[config.mk]
export PLATFORM = sky130hd
export DESIGN_NAME = reg_index_file
export DESIGN_NICKNAME = d
export VERILOG_FILES = /design/src/rtl/cpu_defs.sv /design/src/rtl/reg_index_flags.sv /design/src/rtl/reg_index_file.sv
export SDC_FILE = /design/constraint.sdc
export NUM_CORES = 1
export LEC_CHECK = 0
export CAP_MARGIN = 20
export CORE_ASPECT_RATIO = 1.5
export CORE_MARGIN = 10
export CORE_UTILIZATION = 63
export CTS_CLUSTER_SIZE = 40
export DETAILED_ROUTE_END_ITERATION = 8
export DONT_BUFFER_PORTS = 1
export HOLD_SLACK_MARGIN = 0.15
export PLACE_DENSITY = 0.79
export SLEW_MARGIN = 20
export SYNTH_ARGS = -nofsm -noshare
export SYNTH_HDL_FRONTEND = slang
export SYNTH_SLANG_ARGS = --single-unit
export TNS_END_PERCENT = 50
[constraint.sdc]
create_clock -name CLK -period 2.75 [get_ports CLK]
set_input_delay 0.275 -clock CLK [delete_from_list [all_inputs] [get_ports CLK]]
set_output_delay 0.275 -clock CLK [all_outputs]
set_load 0.005 [all_outputs]
[src/rtl/cpu_defs.sv]
// Shared CPU core definitions: index register numbering and default data width.
package cpu_defs;

    localparam int DEF_WIDTH = 8;
    localparam int IDX_X     = 0;
    localparam int IDX_Y     = 1;

endpackage

[src/rtl/reg_index_flags.sv]
// Combinational N/Z status computation for a WIDTH-bit register result.
module reg_index_flags
    import cpu_defs::*;
#(
    parameter int WIDTH = DEF_WIDTH
) (
    input  logic [WIDTH-1:0] i_result,
    output logic             o_n,
    output logic             o_z
);

    // Negative is the sign bit, zero is a full-width compare.
    always_comb begin
        o_n = i_result[WIDTH-1];
        o_z = (i_result == {WIDTH{1'b0}});
    end

endmodule

[src/rtl/reg_index_file.sv]
// Index register bank (6502 X/Y successor) with load, INC/DEC, transfer, bus latch and N/Z flags.
// Optional feature: define REG_INDEX_WRAP_EN to add the registered WRAP output.
module reg_index_file
    import cpu_defs::*;
#(
    parameter int  WIDTH    = DEF_WIDTH,
    parameter int  NUM_REGS = 2,
    localparam int SELW     = $clog2(NUM_REGS)
) (
    input  logic             CLK,
    input  logic             RST,
    input  logic [SELW-1:0]  SEL,
    input  logic [SELW-1:0]  SRC,
    input  logic [WIDTH-1:0] DATA,
    input  logic             LOAD,
    input  logic             XFER,
    input  logic             INC,
    input  logic             DEC,
    input  logic             BUS_ENABLE,
    output logic [WIDTH-1:0] DATA_OUT,
    output logic             N_FLAG,
    output logic             Z_FLAG,
`ifdef REG_INDEX_WRAP_EN
    output logic             WRAP,
`endif
    output logic             FLAG_VALID
);

    localparam logic [SELW:0]    NUM_REGS_W = (SELW+1)'(NUM_REGS);
    localparam logic [WIDTH-1:0] ONE        = {{(WIDTH-1){1'b0}}, 1'b1};
    localparam logic [WIDTH-1:0] ALL_ONES   = {WIDTH{1'b1}};
    localparam logic [WIDTH-1:0] ZERO       = {WIDTH{1'b0}};

    logic [WIDTH-1:0] r_regs [NUM_REGS];
    logic [WIDTH-1:0] r_data_out;
    logic             r_n_flag;
    logic             r_z_flag;
    logic             r_flag_valid;

    logic             w_sel_ok;
    logic             w_src_ok;
    logic [WIDTH-1:0] w_sel_val;
    logic [WIDTH-1:0] w_src_val;
    logic             w_we;
    logic [WIDTH-1:0] w_wdata;
    logic             w_n;
    logic             w_z;

    // Out-of-range selects (non-power-of-two banks) read as zero and block writes.
    always_comb begin
        w_sel_ok  = ({1'b0, SEL} < NUM_REGS_W);
        w_src_ok  = ({1'b0, SRC} < NUM_REGS_W);
        if (w_sel_ok) begin
            w_sel_val = r_regs[SEL];
        end else begin
            w_sel_val = ZERO;
        end
        if (w_src_ok) begin
            w_src_val = r_regs[SRC];
        end else begin
            w_src_val = ZERO;
        end
    end

    // Write decode: LOAD > XFER > INC > DEC; INC and DEC together cancel out.
    always_comb begin
        w_we    = 1'b0;
        w_wdata = ZERO;
        if (LOAD) begin
            w_we    = w_sel_ok;
            w_wdata = DATA;
        end else if (XFER) begin
            w_we    = w_sel_ok & w_src_ok;
            w_wdata = w_src_val;
        end else if (INC && !DEC) begin
            w_we    = w_sel_ok;
            w_wdata = w_sel_val + ONE;
        end else if (DEC && !INC) begin
            w_we    = w_sel_ok;
            w_wdata = w_sel_val - ONE;
        end else begin
            w_we    = 1'b0;
            w_wdata = ZERO;
        end
    end

    reg_index_flags #(
        .WIDTH (WIDTH)
    ) u_flags (
        .i_result (w_wdata),
        .o_n      (w_n),
        .o_z      (w_z)
    );

    // Register bank update.
    always_ff @(posedge CLK or posedge RST) begin
        if (RST) begin
            for (int i = 0; i < NUM_REGS; i++) begin
                r_regs[i] <= ZERO;
            end
        end else begin
            for (int i = 0; i < NUM_REGS; i++) begin
                if (w_we && (SEL == SELW'(i))) begin
                    r_regs[i] <= w_wdata;
                end
            end
        end
    end

    // Bus latch samples the pre-write value, so a same-cycle write is not visible.
    always_ff @(posedge CLK or posedge RST) begin
        if (RST) begin
            r_data_out <= ZERO;
        end else if (BUS_ENABLE) begin
            r_data_out <= w_sel_val;
        end
    end

    // Flags hold between writes; valid pulses for exactly the cycle after a write.
    always_ff @(posedge CLK or posedge RST) begin
        if (RST) begin
            r_n_flag     <= 1'b0;
            r_z_flag     <= 1'b0;
            r_flag_valid <= 1'b0;
        end else begin
            r_flag_valid <= w_we;
            if (w_we) begin
                r_n_flag <= w_n;
                r_z_flag <= w_z;
            end
        end
    end

`ifdef REG_INDEX_WRAP_EN
    logic w_wrap;
    logic r_wrap;

    // Only a real INC/DEC write can wrap; LOAD/XFER take priority and never flag.
    always_comb begin
        w_wrap = w_sel_ok & ~LOAD & ~XFER &
                 ((INC & ~DEC & (w_sel_val == ALL_ONES)) |
                  (DEC & ~INC & (w_sel_val == ZERO)));
    end

    // Wrap pulse, aligned with the flag-valid stage.
    always_ff @(posedge CLK or posedge RST) begin
        if (RST) begin
            r_wrap <= 1'b0;
        end else begin
            r_wrap <= w_wrap;
        end
    end

    assign WRAP = r_wrap;
`endif

    assign DATA_OUT   = r_data_out;
    assign N_FLAG     = r_n_flag;
    assign Z_FLAG     = r_z_flag;
    assign FLAG_VALID = r_flag_valid;

endmodule

Word level (Yosys, flattened, before mapping)
Index checks and enable logic that the tools add are counted.
{ "word_totals": {"ff_bits": 27, "in_bits": 17, "out_inout_bits": 11, "word_cells": 34} }
{ "op_classes": {"n_addsub": 2, "magnitude_cmp": 2, "muxes": 14, "bitwise": 3, "n_reduce_logical": 7} }
{ "ops": {"columns": ["op", "n"], "rows": [
  ["$mux W8", 10],
  ["$add A8 B1 Y8 const B", 1],
  ["$logic_not A8 Y1", 1],
  ["$sub A8 B1 Y8 const B", 1],
  ["$ge A2 B2 Y1 const B", 2],
  ["$logic_and A1 B1 Y1", 4],
  ["$mux W1", 4],
  ["$not A1 Y2", 2],
  ["$logic_not A1 Y1", 2],
  ["$not A1 Y1", 1]
]} }

Depth between registers and ports, before layout
Gate-level depths: netlist (run 1).
{ "logic_depth": {"word_depth": 10, "mapped_depth": 11, "mapped_depth_nobuf": 9} }

Modules after synthesis
From an unflattened synthesis (run 1), not the netlist that was laid out.
{ "unflattened": {"cells_unflattened": 192, "hier_area_um2": 1841.8} }
{ "by_module_without_submodules": {"columns": ["mod", "instances", "cells_each", "area_each_um2"], "rows": [
  ["reg_index_file", 1, 188, 1815.5],
  ["reg_index_flags", 1, 4, 26.3]
]} }

Worst setup path after synthesis (run 1)
OpenSTA, ideal clock, no wires.
{ "synth_path": {"kind": "in2reg", "start": "input SEL", "end": "register r_z_flag (netlist: Z_FLAG)", "arrival_time_ps": 2094, "slack_ps": 564, "cell_stages": 11, "path_cell_list": "buf_6 buf_8 mux2i_1 inv_1 ha_1 nand4b_1 nand2_1 xnor2_1 a221oi_1 o2111ai_1 o31ai_2"} }
{ "synth_via": {"elab_chain_len": 10} }
{ "synth_rtl": {"columns": ["item", "line", "source"], "rows": [
  ["start: declaration", "reg_index_file.sv:12", "input logic [SELW-1:0] SEL,"],
  ["$not A1 Y2 (not written as such) (*)", "reg_index_file.sv:54", "w_sel_val = r_regs[SEL];"],
  ["$mux W8 (not written as such) (*) (3 in series)", "reg_index_file.sv:54", null],
  ["named net w_sel_val[1]", "reg_index_file.sv:42", "logic [WIDTH-1:0] w_sel_val;"],
  ["$sub A8 B1 Y8", "reg_index_file.sv:80", "w_wdata = w_sel_val - ONE;"],
  ["$mux W8", "reg_index_file.sv:78", "end else if (DEC && !INC) begin"],
  ["$mux W8 (*)", "reg_index_file.sv:75", "end else if (INC && !DEC) begin"],
  ["$mux W8 (*)", "reg_index_file.sv:72", "end else if (XFER) begin"],
  ["$mux W8 (*)", "reg_index_file.sv:69", "if (LOAD) begin"],
  ["$logic_not A8 Y1 (*)", "reg_index_flags.sv:15", "o_z = (i_result == {WIDTH{1'b0}});"],
  ["end signal: assignment", "reg_index_file.sv:129", "r_z_flag <= w_z;"],
  ["end: declaration", "reg_index_file.sv:37", "logic r_z_flag;"]
]} }
Mark *: on every way through the listed nets, which the timed path passes. The rest lies on a longest branch. The select of a mux whose other input is x is not followed.
A chain may end at the register's enable or synchronous reset.

Final worst setup path (run 1)
{ "layout_path": {"start": "register r_regs[5] (netlist name)", "end": "register r_n_flag (netlist: N_FLAG)"} }
{ "layout_via": {"elab_chain_len": 8} }
{ "layout_rtl": {"columns": ["item", "line", "source"], "rows": [
  ["start: declaration", "reg_index_file.sv:34", "logic [WIDTH-1:0] r_regs [NUM_REGS];"],
  ["start signal: indexed assignment", "reg_index_file.sv:104", "r_regs[i] <= w_wdata;"],
  ["$mux W8 (not written as such) (*) (3 in series)", "reg_index_file.sv:54", null],
  ["$sub A8 B1 Y8", "reg_index_file.sv:80", null],
  ["$mux W8", "reg_index_file.sv:78", null],
  ["$mux W8 (*)", "reg_index_file.sv:75", null],
  ["$mux W8 (*)", "reg_index_file.sv:72", null],
  ["$mux W8 (*)", "reg_index_file.sv:69", null],
  ["end signal: assignment", "reg_index_file.sv:128", "r_n_flag <= w_n;"],
  ["end: declaration", "reg_index_file.sv:36", "logic r_n_flag;"]
]} }
Mark *: on every way between the ends. The rest lies on a longest branch, timed or not. The select of a mux whose other input is x is not followed.

==> results.toml, run 1 <==
[floorplanning]
start_util_pct = 65.02
die_h_microns = 86.81
dieArea_sq_um = 5602
die_x_microns = 64.54
ioPinCount = 28
placementRows = 24
core-area_sq_um = 2883

[worst_setup_path]
cp-end-kind = "flip-flop"
arrival_ns = 2.74
required_ns = 2.93
rr_startpoint = "r_regs[5]"
criticalPathCategory = "flip-flop to flip-flop"
reg2reg_depth = 6
r2r_end = "N_FLAG"
r2r_setup_slack_ns = 0.19
critPathMaxFanout = 6
endpoint = "N_FLAG"
crit_path_start = "r_regs[5]"
critical_path.startpoint_type = "flip-flop"

[route]
drt_pass1_iterations = 6
wirelength_microns = 5079
wl_per_cell_microns = 21.25
drt_iter0_drc = 90
drc = 0
via_per_inst = 6.858
vias = 1639
ant_nets = 0

[cts]
cts_buffer_depth = 2
clock_latency_ns = 0.28
numCtsBuffers = 3
cts_htree_levels = 1
cts-root-buf = "clkbuf_8"
tritoncts = "built"
cts.sink_count = 27
clk_pin_slew_worst_paths_ns = 0.10

[layout]
area_growth_pct = 3.137
seq_area_sq_um = 675.6
fillCellCount = 244
layout-drive-gt1-share_pct = 13.00
finalNonFillerCells = 239
multiInputGateArea_sq_um = 1087
antenna_cells = 0
final_nets = 222

[sta]
tns_ns = 0
rsz0062_at_grt = "no"
slew-limit-headroom_pct = 35.32
clock_skew_ns = 0.008253
finalMaxSlewViolations = 0
tightest_slew_ns = 0.9642
max_freq_ghz = 0.3902
fin_crit_ns = 2.563
setup_viol = 0
hold_violations = 0
finalCritPeriodShare_pct = 93.20

[pwr]
p_leak_nw = 0.7791
power_density_nw_per_um2 = 578.4
max-vdd-ir-drop_uv = 336.2

[synth]
synth.distinct_cells = 51
ys_seq_elements = 27
syn_inst = 205
syn_area_per_cell_sq_um = 9.143
yosysSeqAreaShare_pct = 36.05
netlist_area_sq_um = 1874
synth_warnings = 0
syn_nets = 226

[placed_design]
port_buffers = 0
gp_congestion = 0.9623
dpl.hpwl_microns = 3762
dp_cells = 233

[flow_run]
drv_cap = 0

[grt]
grt_usage_pct = 18.56
grt_pass1_wl_microns = 8362
grt_max_degree = 32
antenna_found_initial = 0
grt_overflow = 0
grt_pass1_vias = 1736

[status]
outcome = "completed"

[hold_path]
min-delay-path-class = "primary input to flip-flop"
==> synthesized netlist by cell type (all sizes together) <==
cell | instances | area (sq um)
a22oi | 1 | 7.510
nand3b | 3 | 22.52
o21ba | 1 | 10.01
nand4b | 2 | 17.52
nor3b | 2 | 15.01
buf | 6 | 51.29
inv | 8 | 30.03
mux2i | 10 | 103.9
nand4 | 2 | 12.51
o2111ai | 1 | 8.760
mux2 | 11 | 123.9
a222oi | 1 | 10.01
o311a | 1 | 10.01
o21a | 2 | 15.01
nor4b | 2 | 17.52
o22ai | 7 | 43.79
a21o | 2 | 15.01
nor4 | 2 | 18.77
a221oi | 6 | 65.06
a32oi | 1 | 8.760
nand2b | 2 | 12.51
o21ai | 10 | 50.05
xnor2 | 5 | 43.79
xor2 | 3 | 26.28
nor2 | 15 | 56.30
nor2b | 1 | 6.260
nand3 | 4 | 25.02
o211ai | 2 | 15.01
o221a | 1 | 11.26
or2 | 2 | 12.52
a22o | 1 | 8.760
a211oi | 1 | 7.510
nor3 | 3 | 15.01
nand2 | 23 | 86.33
clkbuf | 8 | 30.03
o31ai | 5 | 42.54
o221ai | 2 | 17.52
a21oi | 15 | 75.07
ha | 4 | 50.05
dfrtp | 27 | 675.7
==> kinds of logic (layout without fill, tap and decap cells) <==
logic type	after synthesis	in the layout	share of synthesized area (%)
buffers and inverters	22	17	5.941
DFF	27	27	36.05
adders and majority gates	4	4	2.670
AOI/OAI and AO/OA	60	60	22.50
and+or+nand+nor	63	63	16.96
xor gates and xnor gates	8	8	3.738
muxes	21	21	12.15
==> where the power goes <==
| group | leakage (nW) | internal [mW] | switching [mW] | total, mW |
|---|---|---|---|---|
| Combinational | 0.435 | 0.144 | 0.189 | 0.333 |
| Clock | 0.0217 | 0.103 | 0.129 | 0.232 |
| Sequential | 0.322 | 0.460 | 0.0923 | 0.553 |
| Total | 0.779 | 0.708 | 0.410 | 1.12 |
==> repair_timing <==
item	in CTS	in global routing
setup buffers	0	0
resized for setup	0	0
hold endpoints to repair	24	0
hold buffers	2	0
==> how the worst min path moves through the flow <==
stage	endpoint	slack, ns	from	cells after the start
final	DATA_OUT[6]	0.15	BUS_ENABLE	2
after global routing	DATA_OUT[3]	0.16	BUS_ENABLE	2
after CTS	DATA_OUT[4]	0.15	BUS_ENABLE	2
after floorplan	DATA_OUT[0]	0.33	RST	1
after global placement	DATA_OUT[3]	0.36	BUS_ENABLE	1
after detailed placement	DATA_OUT[5]	0.37	BUS_ENABLE	1
==> worst max-delay path, cell delays in order (launching register included) <==
cell	delay [ns]
dfrtp_1	0.49
nor4b_1	0.72
o221ai_1	0.25
xor2_1	0.21
a221oi_2	0.45
nor2_1	0.08
mux2_2	0.27
==> layer usage <==
layer | vias to the layer above | share of wire (%) | GRT usage (%)
met5 | - | 0 | 0
met4 | 0 | 4.0 | 10.94
met3 | 26 | 9.7 | 5.297
met2 | 118 | 51 | 31.83
met1 | 753 | 35 | 19.59
li1 | 742 | - | -
==> placed cells by master, fill, tap and decap left out, drive strengths merged, types with 4 or more instances in the layout <==
cell	n
a221oi	6
o31ai	5
mux2i	10
o22ai	7
ha	4
o21ai	10
xnor2	5
mux2	11
nor2	15
inv	7
a21oi	15
dfrtp	27
nand3	4
nand2	23
==> through the flow <==
step | utilization [%] | total power [mW] | setup WS [ns] | area (sq um) | hold slack, ns
detailed placement | 64.67 | 0.8759 | 0.3458 | 1864 | 0.3651
finish | 67.06 | 1.118 | 0.1871 | 1933 | 0.1516
global route | 67.06 | 1.178 | 0.09089 | 1933 | 0.1609
floorplan | - | 0.8040 | 0.5641 | 1874 | 0.3277
CTS | 67.06 | 1.108 | 0.2620 | 1933 | 0.1550
global placement | 64.67 | 0.8575 | 0.4105 | 1864 | 0.3623
==> flip-flops by register name, summed over array words and instances (netlist names) <==
signal,flops
r_regs,16
N_FLAG,1
DATA_OUT,8
Z_FLAG,1
FLAG_VALID,1
==> area by class of cell <==
| class | count | share of cell area, % |
|---|---|---|
| Multi-Input combinational cell | 156 | 56.25 |
| Sequential cell | 27 | 34.95 |
| Tap cell | 39 | 2.524 |
| Timing Repair Buffer | 5 | 2.201 |
| Clock buffer | 3 | 2.136 |
| Inverter | 8 | 1.553 |
| Clock inverter | 1 | 0.3884 |
No activity file was read; power rests on OpenSTA's default activity.
==> run 2: changes to the inputs <==
--- a/config.mk
+++ b/config.mk
@@ -14,6 +14,7 @@
 export DONT_BUFFER_PORTS = 1
 export HOLD_SLACK_MARGIN = 0.15
 export PLACE_DENSITY = 0.79
+export SETUP_SLACK_MARGIN = 0.4
 export SLEW_MARGIN = 20
 export SYNTH_ARGS = -nofsm -noshare
 export SYNTH_HDL_FRONTEND = slang
==> results.toml, run 2 (same netlist as run 1, synthesis figures left out) <==
[status]
outcome = "completed"

[layout]
multiInputGateArea_sq_um = 1137
area_growth_pct = 6.208
fin_area_sq_um = 1991
seq_area_sq_um = 675.6
antenna_cells = 0
layout-drive-gt1-share_pct = 16.42
largest-register = "r_regs"
final_nets = 223
largest_register_ffs = 16
fillCellCount = 231
final_cell_mix = "dfrtp_1, nand2_1, nor2_1, a21oi_1, mux2_2"
final_common_cell = "dfrtp_1"

[hold_path]
worstHoldStart = "BUS_ENABLE"
holdPathStages = 2
min-delay-path-class = "primary input to flip-flop"

[sta]
clock_skew_ns = 0.009049
tightest_slew_ns = 0.9647
finalCritPeriodShare_pct = 80.91
fin_crit_ns = 2.225
finalMaxSlewViolations = 0
rsz0062_at_grt = "yes"
setup_viol = 0
slew-limit-headroom_pct = 35.29
tns_ns = 0
max_freq_ghz = 0.4495
hold_violations = 0

[route]
vias = 1592
drc = 0
wirelength_microns = 5129
via_per_inst = 6.633
wl_per_cell_microns = 21.37
drt_iter0_drc = 68
ant_nets = 0
drt_pass1_iterations = 4

[floorplanning]
dieArea_sq_um = 5602
ioPinCount = 28
start_util_pct = 65.02
die_h_microns = 86.81
die_x_microns = 64.54
core-area_sq_um = 2883
placementRows = 24

[worst_setup_path]
path_delay_family = "compound AO/OA/AOI/OAI gates"
critical_path.startpoint_type = "flip-flop"
required_ns = 2.92
reg2reg_depth = 7
path_depth = 7
crit_path_start = "r_regs[10]"
rr_startpoint = "r_regs[10]"
critPathMaxFanout = 8
arrival_ns = 2.40
cpMaxStageDelayCell = "dfrtp_1"
slowest_delay_ns = 0.52
crit_chain = "nand3b_1 -> a222oi_1 -> xnor2_1 -> a221oi_2 -> buf_4 -> nor2_1 -> mux2_2"
criticalPathCategory = "flip-flop to flip-flop"
critPathBufInv = 1
cp-end-kind = "flip-flop"

[cts]
clock_latency_ns = 0.28
numCtsBuffers = 3
clk_pin_slew_worst_paths_ns = 0.10
cts.sink_count = 27
cts-root-buf = "clkbuf_8"
tritoncts = "built"
cts_htree_levels = 1
cts_buffer_depth = 2

[grt]
grt_pass1_wl_microns = 8280
grt_max_degree = 32
grt_pass1_vias = 1722
antenna_found_initial = 0
grt_usage_pct = 18.38
grt_overflow = 0

[pwr]
p_leak_nw = 0.7918
power_density_nw_per_um2 = 571.1
max-vdd-ir-drop_uv = 333.4

[placed_design]
port_buffers = 0
placed_area_sq_um = 1864
dpl.hpwl_microns = 3762
gp_congestion = 0.9623

[flow_run]
drv_cap = 0
-- run 2: cell count changes in the layout (fill, tap and decap cells not counted) --
cell      delta
buf_4        +1
mux2i_1      -2
nor4_2       +1
nor4_1       -1
nor4b_1      -1
nor4b_2      +1
a221oi_1     -2
a221oi_2     +2
mux2i_4      +2
-- run 2: where the power goes --
group / switching (mW) / leakage [nW] / internal [mW]
combinational: 0.193 / 0.448 / 0.154
sequential: 0.101 / 0.322 / 0.460
clock: 0.125 / 0.0217 / 0.103
-- run 2: repair_timing --
action | 4_1_cts | 5_1_grt
endpoints found under the hold margin | 24 | 0
pin swaps | 0 | 1
setup buffers | 0 | 1
hold buffers | 2 | 0
resized for setup | 1 | 7
setup endpoints to repair | 2 | 7
-- run 2: through the flow --
| step | power [mW] | worst slack [ns] | util (%) | hold slack, ns | std cells |
|---|---|---|---|---|---|
| 6_report | 1.137 | 0.5251 | 69.05 | 0.1544 | 240 |
| 3_3_place_gp | 0.8575 | 0.4105 | 64.67 | 0.3623 | 233 |
| 2_1_floorplan | 0.8040 | 0.5641 | - | 0.3277 | 205 |
| 3_5_place_dp | 0.8759 | 0.3458 | 64.67 | 0.3651 | 233 |
| 5_1_grt | 1.200 | 0.3990 | 69.05 | 0.1609 | 240 |
| 4_1_cts | 1.110 | 0.3231 | 67.27 | 0.1550 | 239 |
-- run 2: cell type report --
| cell class | instances | share of cell area (%) |
|---|---|---|
| multi-input cells | 156 | 57.13 |
| flip-flops and latches | 27 | 33.94 |
| repair buffers | 6 | 2.514 |
| well taps | 39 | 2.451 |
| clock buffers | 3 | 2.074 |
| inverters | 8 | 1.508 |
| clock inverters | 1 | 0.3771 |
-- run 2: path summary, 6_finish.rpt --
path,to,slack (ns)
max reg2reg,N_FLAG,0.53
max,N_FLAG,0.53
min,DATA_OUT[6],0.15
max in group asynchronous,r_regs[0],1.76
min in group asynchronous,DATA_OUT[4],0.54
min reg2reg,r_regs[15],0.52
-- run 2: routing by layer --
metal	part of all wire, %	track usage (%)	vias to the layer above
li1	-	-	747
met1	38	19.43	755
met2	51	32.19	69
met3	7.4	5.039	21
met4	3.7	9.570	0
met5	0	0	-
==> run 3: changes to the inputs <==
==> constraint.sdc (replaced) <==
create_clock -name CLK -period 2.2 [get_ports CLK]
set_input_delay 0.22 -clock CLK [delete_from_list [all_inputs] [get_ports CLK]]
set_output_delay 0.22 -clock CLK [all_outputs]
set_load 0.005 [all_outputs]
==> results.toml, run 3 (same netlist as run 1, synthesis figures left out) <==
[floorplanning]
die_x_microns = 64.54
start_util_pct = 65.02
placementRows = 24
ioPinCount = 28
die_h_microns = 86.81
dieArea_sq_um = 5602
core-area_sq_um = 2883

[sta]
tightest_slew_ns = 0.5432
fin_crit_ns = 2.122
setup_slack_ns = 0.07805
hold_violations = 0
setup_viol = 0
rsz0062_at_grt = "yes"
finalCritPeriodShare_pct = 96.45
max_freq_ghz = 0.4713
slew-limit-headroom_pct = 63.67
finalMaxSlewViolations = 0
clock_skew_ns = 0.003102

[layout]
fin_area_sq_um = 2287
area_growth_pct = 22.03
layout-drive-gt1-share_pct = 32.44
antenna_cells = 0
final_cell_mix = "buf_4, nand2_1, dfrtp_1"
finalNonFillerCells = 264
final_nets = 247
largest-register = "r_regs"
final_common_cell = "buf_4"
largest_register_ffs = 16

[placed_design]
port_buffers = 0
pre_cts_slack_ns = -0.05945
dpl.hpwl_microns = 3956
placed_area_sq_um = 2008
dp_cells = 246
gp_congestion = 0.9488

[cts]
tritoncts = "built"
cts_buffer_depth = 2
cts.sink_count = 27
clk_pin_slew_worst_paths_ns = 0.10
clock_latency_ns = 0.27
cts_htree_levels = 1
cts-root-buf = "clkbuf_8"
numCtsBuffers = 3

[grt]
grt_pass1_vias = 1837
antenna_found_initial = 0
grt_usage_pct = 20.45
grt_overflow = 0
grt_pass1_wl_microns = 9273
grt_max_degree = 32

[flow_run]
drv_cap = 0

[worst_setup_path]
endpoint = "N_FLAG"
required_ns = 2.37
criticalPathCategory = "flip-flop to flip-flop"
critPathMaxFanout = 4
r2r_setup_slack_ns = 0.08
reg2reg_depth = 8
crit_path_start = "r_regs[8]"
arrival_ns = 2.29
cp-end-kind = "flip-flop"
rr_startpoint = "r_regs[8]"
r2r_end = "N_FLAG"
critical_path.startpoint_type = "flip-flop"

[pwr]
max-vdd-ir-drop_uv = 584.2
power_density_nw_per_um2 = 694.4
p_leak_nw = 0.9325

[route]
via_per_inst = 6.811
vias = 1798
drt_iter0_drc = 162
wl_per_cell_microns = 21.94
drt_pass1_iterations = 5
wirelength_microns = 5792
ant_nets = 0
drc = 0

[hold_path]
min-delay-path-class = "primary input to flip-flop"

[status]
outcome = "completed"
run 3: cell types whose count changed in the layout (fill, tap and decap cells not counted), sizes merged:
cell / previous run / this run
buf: 4 / 27
dlygate4sd3: 2 / 3
inv: 7 / 8
clkinvlp: 1 / 0
run 3: stage by stage:
| stage | total power [mW] | utilization, % | hold WS (ns) | setup TNS [ns] |
|---|---|---|---|---|
| final | 1.588 | 79.34 | 0.1672 | 0 |
| after global placement | 1.135 | 69.66 | 0.1875 | 0 |
| after floorplan | 1.033 | - | 0.2727 | 0 |
| after CTS | 1.520 | 76.74 | 0.1672 | 0 |
| after detailed placement | 1.158 | 69.66 | 0.1983 | -0.09262 |
| after global routing | 1.665 | 79.34 | 0.1668 | 0 |
run 3: power by group:
part	internal (mW)	switching [mW]	total, mW	leakage [nW]
registers	0.580	0.119	0.699	0.315
logic	0.289	0.309	0.598	0.592
clock network	0.127	0.164	0.291	0.0255
run 3: worst min-delay path by stage:
stage,from,end,depth (start not counted)
detailed placement,RST,DATA_OUT[7],2
CTS,LOAD,FLAG_VALID,2
floorplan,RST,DATA_OUT[0],1
global route,LOAD,r_regs[1],2
global placement,RST,DATA_OUT[7],2
finish,LOAD,r_regs[1],2
run 3: timing repair:
action	CTS	global route
endpoints found under the setup margin	13	15
pin swaps	11	8
gates resized for setup	11	16
hold buffers	3	0
endpoints found under the hold margin	37	0
buffers inserted	10	1
run 3: routing by layer:
| metal | up-vias | track usage (%) | routed length (microns) |
|---|---|---|---|
| met5 | - | 0 | 0 |
| met4 | 0 | 8.984 | 251 |
| met3 | 31 | 5.426 | 522 |
| met2 | 117 | 36.69 | 2998 |
| met1 | 854 | 21.64 | 2021 |
| li1 | 796 | - | - |
run 3: cell type report:
| class | count | area (sq um) |
|---|---|---|
| clock buffer | 3 | 41.29 |
| sequential | 27 | 683.2 |
| timing repair buffer | 30 | 244.0 |
| multi-input combinational | 156 | 1235 |
| clock inverter | 1 | 5.005 |
| inverter | 8 | 30.03 |
| tap | 39 | 48.80 |
| fill | 203 | 595.6 |
run 3: worst max-delay path, stage by stage, from the launching register on:
cell	delay, ns
dfrtp_2	0.46
buf_6	0.12
nand3b_1	0.12
a222oi_1	0.42
xnor2_1	0.17
a221oi_2	0.26
buf_4	0.18
nor2_2	0.03
mux2_4	0.26
==> patch 1, RTL diff (config.mk and constraints of run 2) <==
Register the output `DATA_OUT` once more, with the module's reset; this adds one clock of latency there. The other outputs are not delayed to match.
--- a/src/rtl/reg_index_file.sv
+++ b/src/rtl/reg_index_file.sv
@@ -156,3 +156,9 @@
 
-    assign DATA_OUT   = r_data_out;
+    always_ff @(posedge CLK or posedge RST) begin
+        if (RST) begin
+            DATA_OUT <= '0;
+        end else begin
+            DATA_OUT <= r_data_out;
+        end
+    end
     assign N_FLAG     = r_n_flag;
Behaviour: not the same (a bounded check fails within 4 cycles, from zero or initial values and one cycle with RST high).
==> patch 1 against run 2 <==
  * Synthesized area increased by 10%
  * Sequential power up 26%
  * Wire length decreased by 5.2%
  * Clock skew about the same
  * Maximum frequency shrank 2.3%
  * Worst setup slack got worse by 0.053 ns
  * Total power grew 23%
  * Core utilization is 0.77 points higher
  * Sequential share of layout area grew 5.9 points
  * Sequential cell count rose by 8
  * Cell area grew 11%
  * Non-clock buffer count grew 2
  * Critical path depth grew 3
==> patch 1: results (changes against run 2) <==
cells_and_area:
  drive_above_1_share_pct: 18.1  # was 16.4%
  nets: 230  # was 223
synth:
  yosys.area_share.adder_pct: 2.42  # was 2.67%
  synth_compound_area_share_pct: 17.7  # was 22.5%
  synth_area_leaders: "dfrtp_1 (42%), mux2i_1 (6.3%), a21oi_1 (4.8%), o21ai_0 (4.6%), mux2_2 (3.8%)"  # was dfrtp_1 (36%), mux2_2 (6.0%), mux2i_1 (4.8%), nand2_1 (4.6%), a21oi_1 (4.0%)
  async_flop_share_pct: 100  # unchanged
  synth_ff_type: "dfrtp_1"  # unchanged
  ys_types: 45  # was 51
  synth_xor_area_share_pct: 4.23  # was 3.74%
  ys_seq_area_share_pct: 42.3  # was 36.0%
  synth_mux_area_share_pct: 12.1  # about the same
  synth_commonest_cells: "dfrtp_1 (35), a21oi_1 (20), o21ai_0 (19), nand2_1 (18), mux2i_1 (13)"  # was dfrtp_1 (27), nand2_1 (23), a21oi_1 (15), nor2_1 (15), mux2_2 (10)
placement:
  gp_congestion: 0.921  # was 0.962
  port-buffer-count: 0  # unchanged
  place_worst_setup_slack_ns: 0.379  # was 0.346 ns
  dp_hpwl_mm: 3.53  # was 3.76 mm
sta:
  finClkSkew_ns: 0.00855  # was 0.00905 ns
  tightest_slew_ns: 0.570  # was 0.965 ns
global_route:
  grtUsageTotal_pct: 16.9  # was 18.4%
  grt_pass1_wl_mm: 7.99  # was 8.28 mm
  grt_max_degree: 36  # was 32
  grt_pass1_vias: 1631  # was 1,722
critical_path:
  cp_max_fo: 5  # was 8
  critical_path.top_delay_family: "compound AO/OA/AOI/OAI gates"  # unchanged
  cp_data_arrival_time_ns: 2.47  # was 2.40 ns
  slowest_stage: "dfrtp_2"  # was dfrtp_1
  max_stage_delay_ns: 0.45  # was 0.52 ns
power:
  p_switching_mw: 0.460  # was 0.419 mW
  peakVddDrop_uv: 437  # was 333 uV
  leakage_nw: 0.932  # was 0.792 nW
route:
  first_iter_violations: 107  # was 68
  wirelength_mm: 4.86  # was 5.13 mm
  viasPerCell: 6.43  # was 6.63
  firstDrtPassIters: 4  # unchanged
cts:
  cts_made_buffers: 5  # was 3
  htree_levels: 2  # was 1
  cts.clk_slew.worst_paths_ns: 0.07  # was 0.10 ns
run_status:
  status: "completed"  # unchanged
==> patch 1: final timing paths <==
| path | end | cells past startpoint | start | slack (ns) |
|---|---|---|---|---|
| worst min register to register | DATA_OUT[1] | 0 | r_data_out[1] | 0.38 |
| worst min-delay path | r_data_out[5] | 2 | BUS_ENABLE | 0.15 |
| max in group asynchronous | r_regs[0] | 3 | RST | 1.90 |
| min in group asynchronous | r_data_out[6] | 3 | RST | 0.52 |
| worst max register to register | Z_FLAG | 10 | r_regs[0] | 0.47 |
| worst max-delay path | Z_FLAG | 10 | r_regs[0] | 0.47 |
==> patch 1: what timing repair did <==
item	in CTS	in global routing
hold buffers	2	0
pin swaps	0	2
buffers inserted	0	5
resized for setup	2	6
endpoints found under the hold margin	43	0
endpoints found under the setup margin	1	1
==> patch 1: layout make-up <==
cell class                 instances  area (sq um)
timing repair buffer               8          65.1
sequential                        35           880
tap                               40          50.0
multi-input combinational        151          1100
inverter                           8          30.0
fill                             233           953
clock inverter                     3          15.0
clock buffer                       5          68.8
==> patch 1: per-layer routing <==
layer  vias to the layer above  routed length [microns]  GRT usage (%)
met1                       783                     1860           18.3
met4                         0                       89           8.77
li1                        748                        -              -
met2                        67                     2480           27.9
met5                         -                        0              0
met3                        10                      429           5.34
==> patch 1: stage by stage <==
step | cells | instance area (sq um)
2_1_floorplan | 208 | 2070
3_3_place_gp | 235 | 2030
3_5_place_dp | 235 | 2030
4_1_cts | 245 | 2150
5_1_grt | 250 | 2210
6_report | 250 | 2210
==> patch 1: power groups by stage <==
stage / sequential (mW) / combinational (mW) / clock, mW
final: 0.706 / 0.331 / 0.357
after global routing: 0.721 / 0.370 / 0.381
after CTS: 0.704 / 0.305 / 0.359
after detailed placement: 0.711 / 0.296 / 0
after global placement: 0.705 / 0.288 / 0
after floorplan: 0.662 / 0.302 / 0
==> patch 2, RTL diff (config.mk and constraints of run 2) <==
Without the edit above. The parameter `NUM_REGS` goes from 2 to 4.
--- a/src/rtl/reg_index_file.sv
+++ b/src/rtl/reg_index_file.sv
@@ -6,3 +6,3 @@
     parameter int  WIDTH    = DEF_WIDTH,
-    parameter int  NUM_REGS = 2,
+    parameter int  NUM_REGS = 4,
     localparam int SELW     = $clog2(NUM_REGS)
Interface: changed (resized SEL and SRC); port bits go from 28 to 30. No check against the original RTL was run, so the function may have changed too.
==> patch 2 against run 2 <==
  * The flow now finishes with violations (negative setup slack)
  * Synthesized area grew 35%
  * Wire length is 21% higher
  * Critical endpoint is now Z_FLAG
  * Sequential cell count up 16
  * Total power grew 100%
  * Cell area grew 48%
  * Largest power group unchanged
  * First-iteration DRC count rose to 2.6 times the old value
  * Worst setup slack worse by 0.63 ns
  * Die area increased by 25%
==> patch 2: results (changes against run 2) <==
route:
  first_iter_violations: 174  # was 68
  vias: 1812  # was 1,592
  avgRoutedWirePerCell_microns: 22.8  # was 21.4 microns
synth:
  ys_seq_area_share_pct: 42.4  # was 36.0%
  synth_commonest_cells: "dfrtp_1 (43), mux2_2 (40), mux4_2 (16), a21oi_1 (15), inv_1 (12)"  # was dfrtp_1 (27), nand2_1 (23), a21oi_1 (15), nor2_1 (15), mux2_2 (10)
  ys_types: 38  # was 51
  synth_nets: 225  # was 226
cells_and_area:
  nets: 250  # was 223
  drive_above_1_share_pct: 47.6  # was 16.4%
  fillCellCount: 250  # was 231
  largest_reg_flops: 32  # was 16
cts:
  cts_made_buffers: 5  # was 3
  clock_latency_ns: 0.30  # was 0.28 ns
  htree_levels: 2  # was 1
  cts.clk_slew.worst_paths_ns: 0.08  # was 0.10 ns
placement:
  place_worst_setup_slack_ns: -0.0692  # was 0.346 ns
  gp_congestion: 0.873  # was 0.962
  post_dp_cell_area_sq_um: 2710  # was 1860 sq um
global_route:
  grt_pass1_wl_mm: 10.0  # was 8.28 mm
  grt_pass1_vias: 1868  # was 1,722
  grtUsageTotal_pct: 18.1  # was 18.4%
  grt_util_met3_pct: 6.03  # was 5.04%
  grt_max_degree: 44  # was 32
critical_path:
  cp_max_fo: 3  # was 8
  slowest_stage: "or4b_1"  # was dfrtp_1
  max_stage_delay_ns: 0.54  # was 0.52 ns
  critical_path.top_delay_family: "simple AND/OR/NAND/NOR gates"  # was compound AO/OA/AOI/OAI gates
  cp_data_arrival_time_ns: 3.07  # was 2.40 ns
power:
  peakVddDrop_uv: 632  # was 333 uV
  leakage_nw: 1.25  # was 0.792 nW
sta:
  finClkSkew_ns: 0.0109  # was 0.00905 ns
  setup_violations: 6  # was 0
  worst_slack_ns: -0.109  # was 0.525 ns
run_status:
  status: "complete, but fails checks"  # was completed
  violations: "negative setup slack"
patch 2: changes by cell type after synthesis, sizes merged, moves of 5 or more:
cell           run 2  this run
mux2              11        42
dfrtp             27        43
mux4               0        16
nand2             23         8
nor2              15         5
mux2i             10         1
o21ai             10         3
o22ai              7         0
a221oi             6         1
patch 2: report_power, final:
| part | internal (mW) | leakage (nW) | switching [mW] |
|---|---|---|---|
| combinational | 0.502 | 0.684 | 0.368 |
| clock | 0.266 | 0.0513 | 0.205 |
| sequential | 0.807 | 0.519 | 0.128 |
| total | 1.57 | 1.25 | 0.702 |
patch 2: final cells by class:
cell class	instances	area share [%]
clock buffers	6	2.46
clock inverters	1	1.02
inverters	12	1.53
multi-input cells	137	49.2
flip-flops and latches	43	36.5
well taps	45	1.91
repair buffers	28	7.42
patch 2: final timing paths:
kind	endpoint	start	slack (ns)	cells after the start
min in group asynchronous	r_regs[31]	RST	0.56	3
min reg2reg	r_regs[2]	r_regs[2]	0.53	1
max reg2reg	Z_FLAG	r_regs[17]	-0.11	9
max	Z_FLAG	r_regs[17]	-0.11	9
min	r_regs[23]	SEL[1]	0.25	2
max in group asynchronous	r_regs[24]	RST	1.82	3
patch 2: repair_timing:
action	CTS	global route
pin swaps	12	8
endpoints found under the setup margin	14	27
buffers inserted	4	0
hold buffers	2	0
resized for setup	15	5
hold endpoints to repair	51	0
patch 2: kinds of logic (layout without fill, tap and decap cells):
family | after synthesis | in the layout | synth area share, %
xor+xnor | 8 | 8 | 3.06
mux | 59 | 59 | 33.2
buf+inv | 22 | 47 | 3.70
simple gates | 34 | 34 | 7.45
flops | 43 | 43 | 42.4
compound gates | 32 | 32 | 8.19
fa+ha+maj | 4 | 4 | 1.97
patch 2: metrics by stage:
step / setup TNS, ns / cells / utilization (%) / power (mW)
5_1_grt: -0.555 / 272 / 75.2 / 2.39
2_1_floorplan: -0.0259 / 202 / - / 1.47
4_1_cts: -0.170 / 272 / 74.6 / 2.25
3_5_place_dp: -0.0692 / 259 / 69.2 / 1.71
3_3_place_gp: 0 / 259 / 69.2 / 1.66
6_report: -0.164 / 272 / 75.2 / 2.28
patch 2: per-layer routing:
metal	wire (microns)	up-vias
met5	0	-
met4	88	0
met3	512	7
met2	3270	81
met1	2340	924
li1	-	800
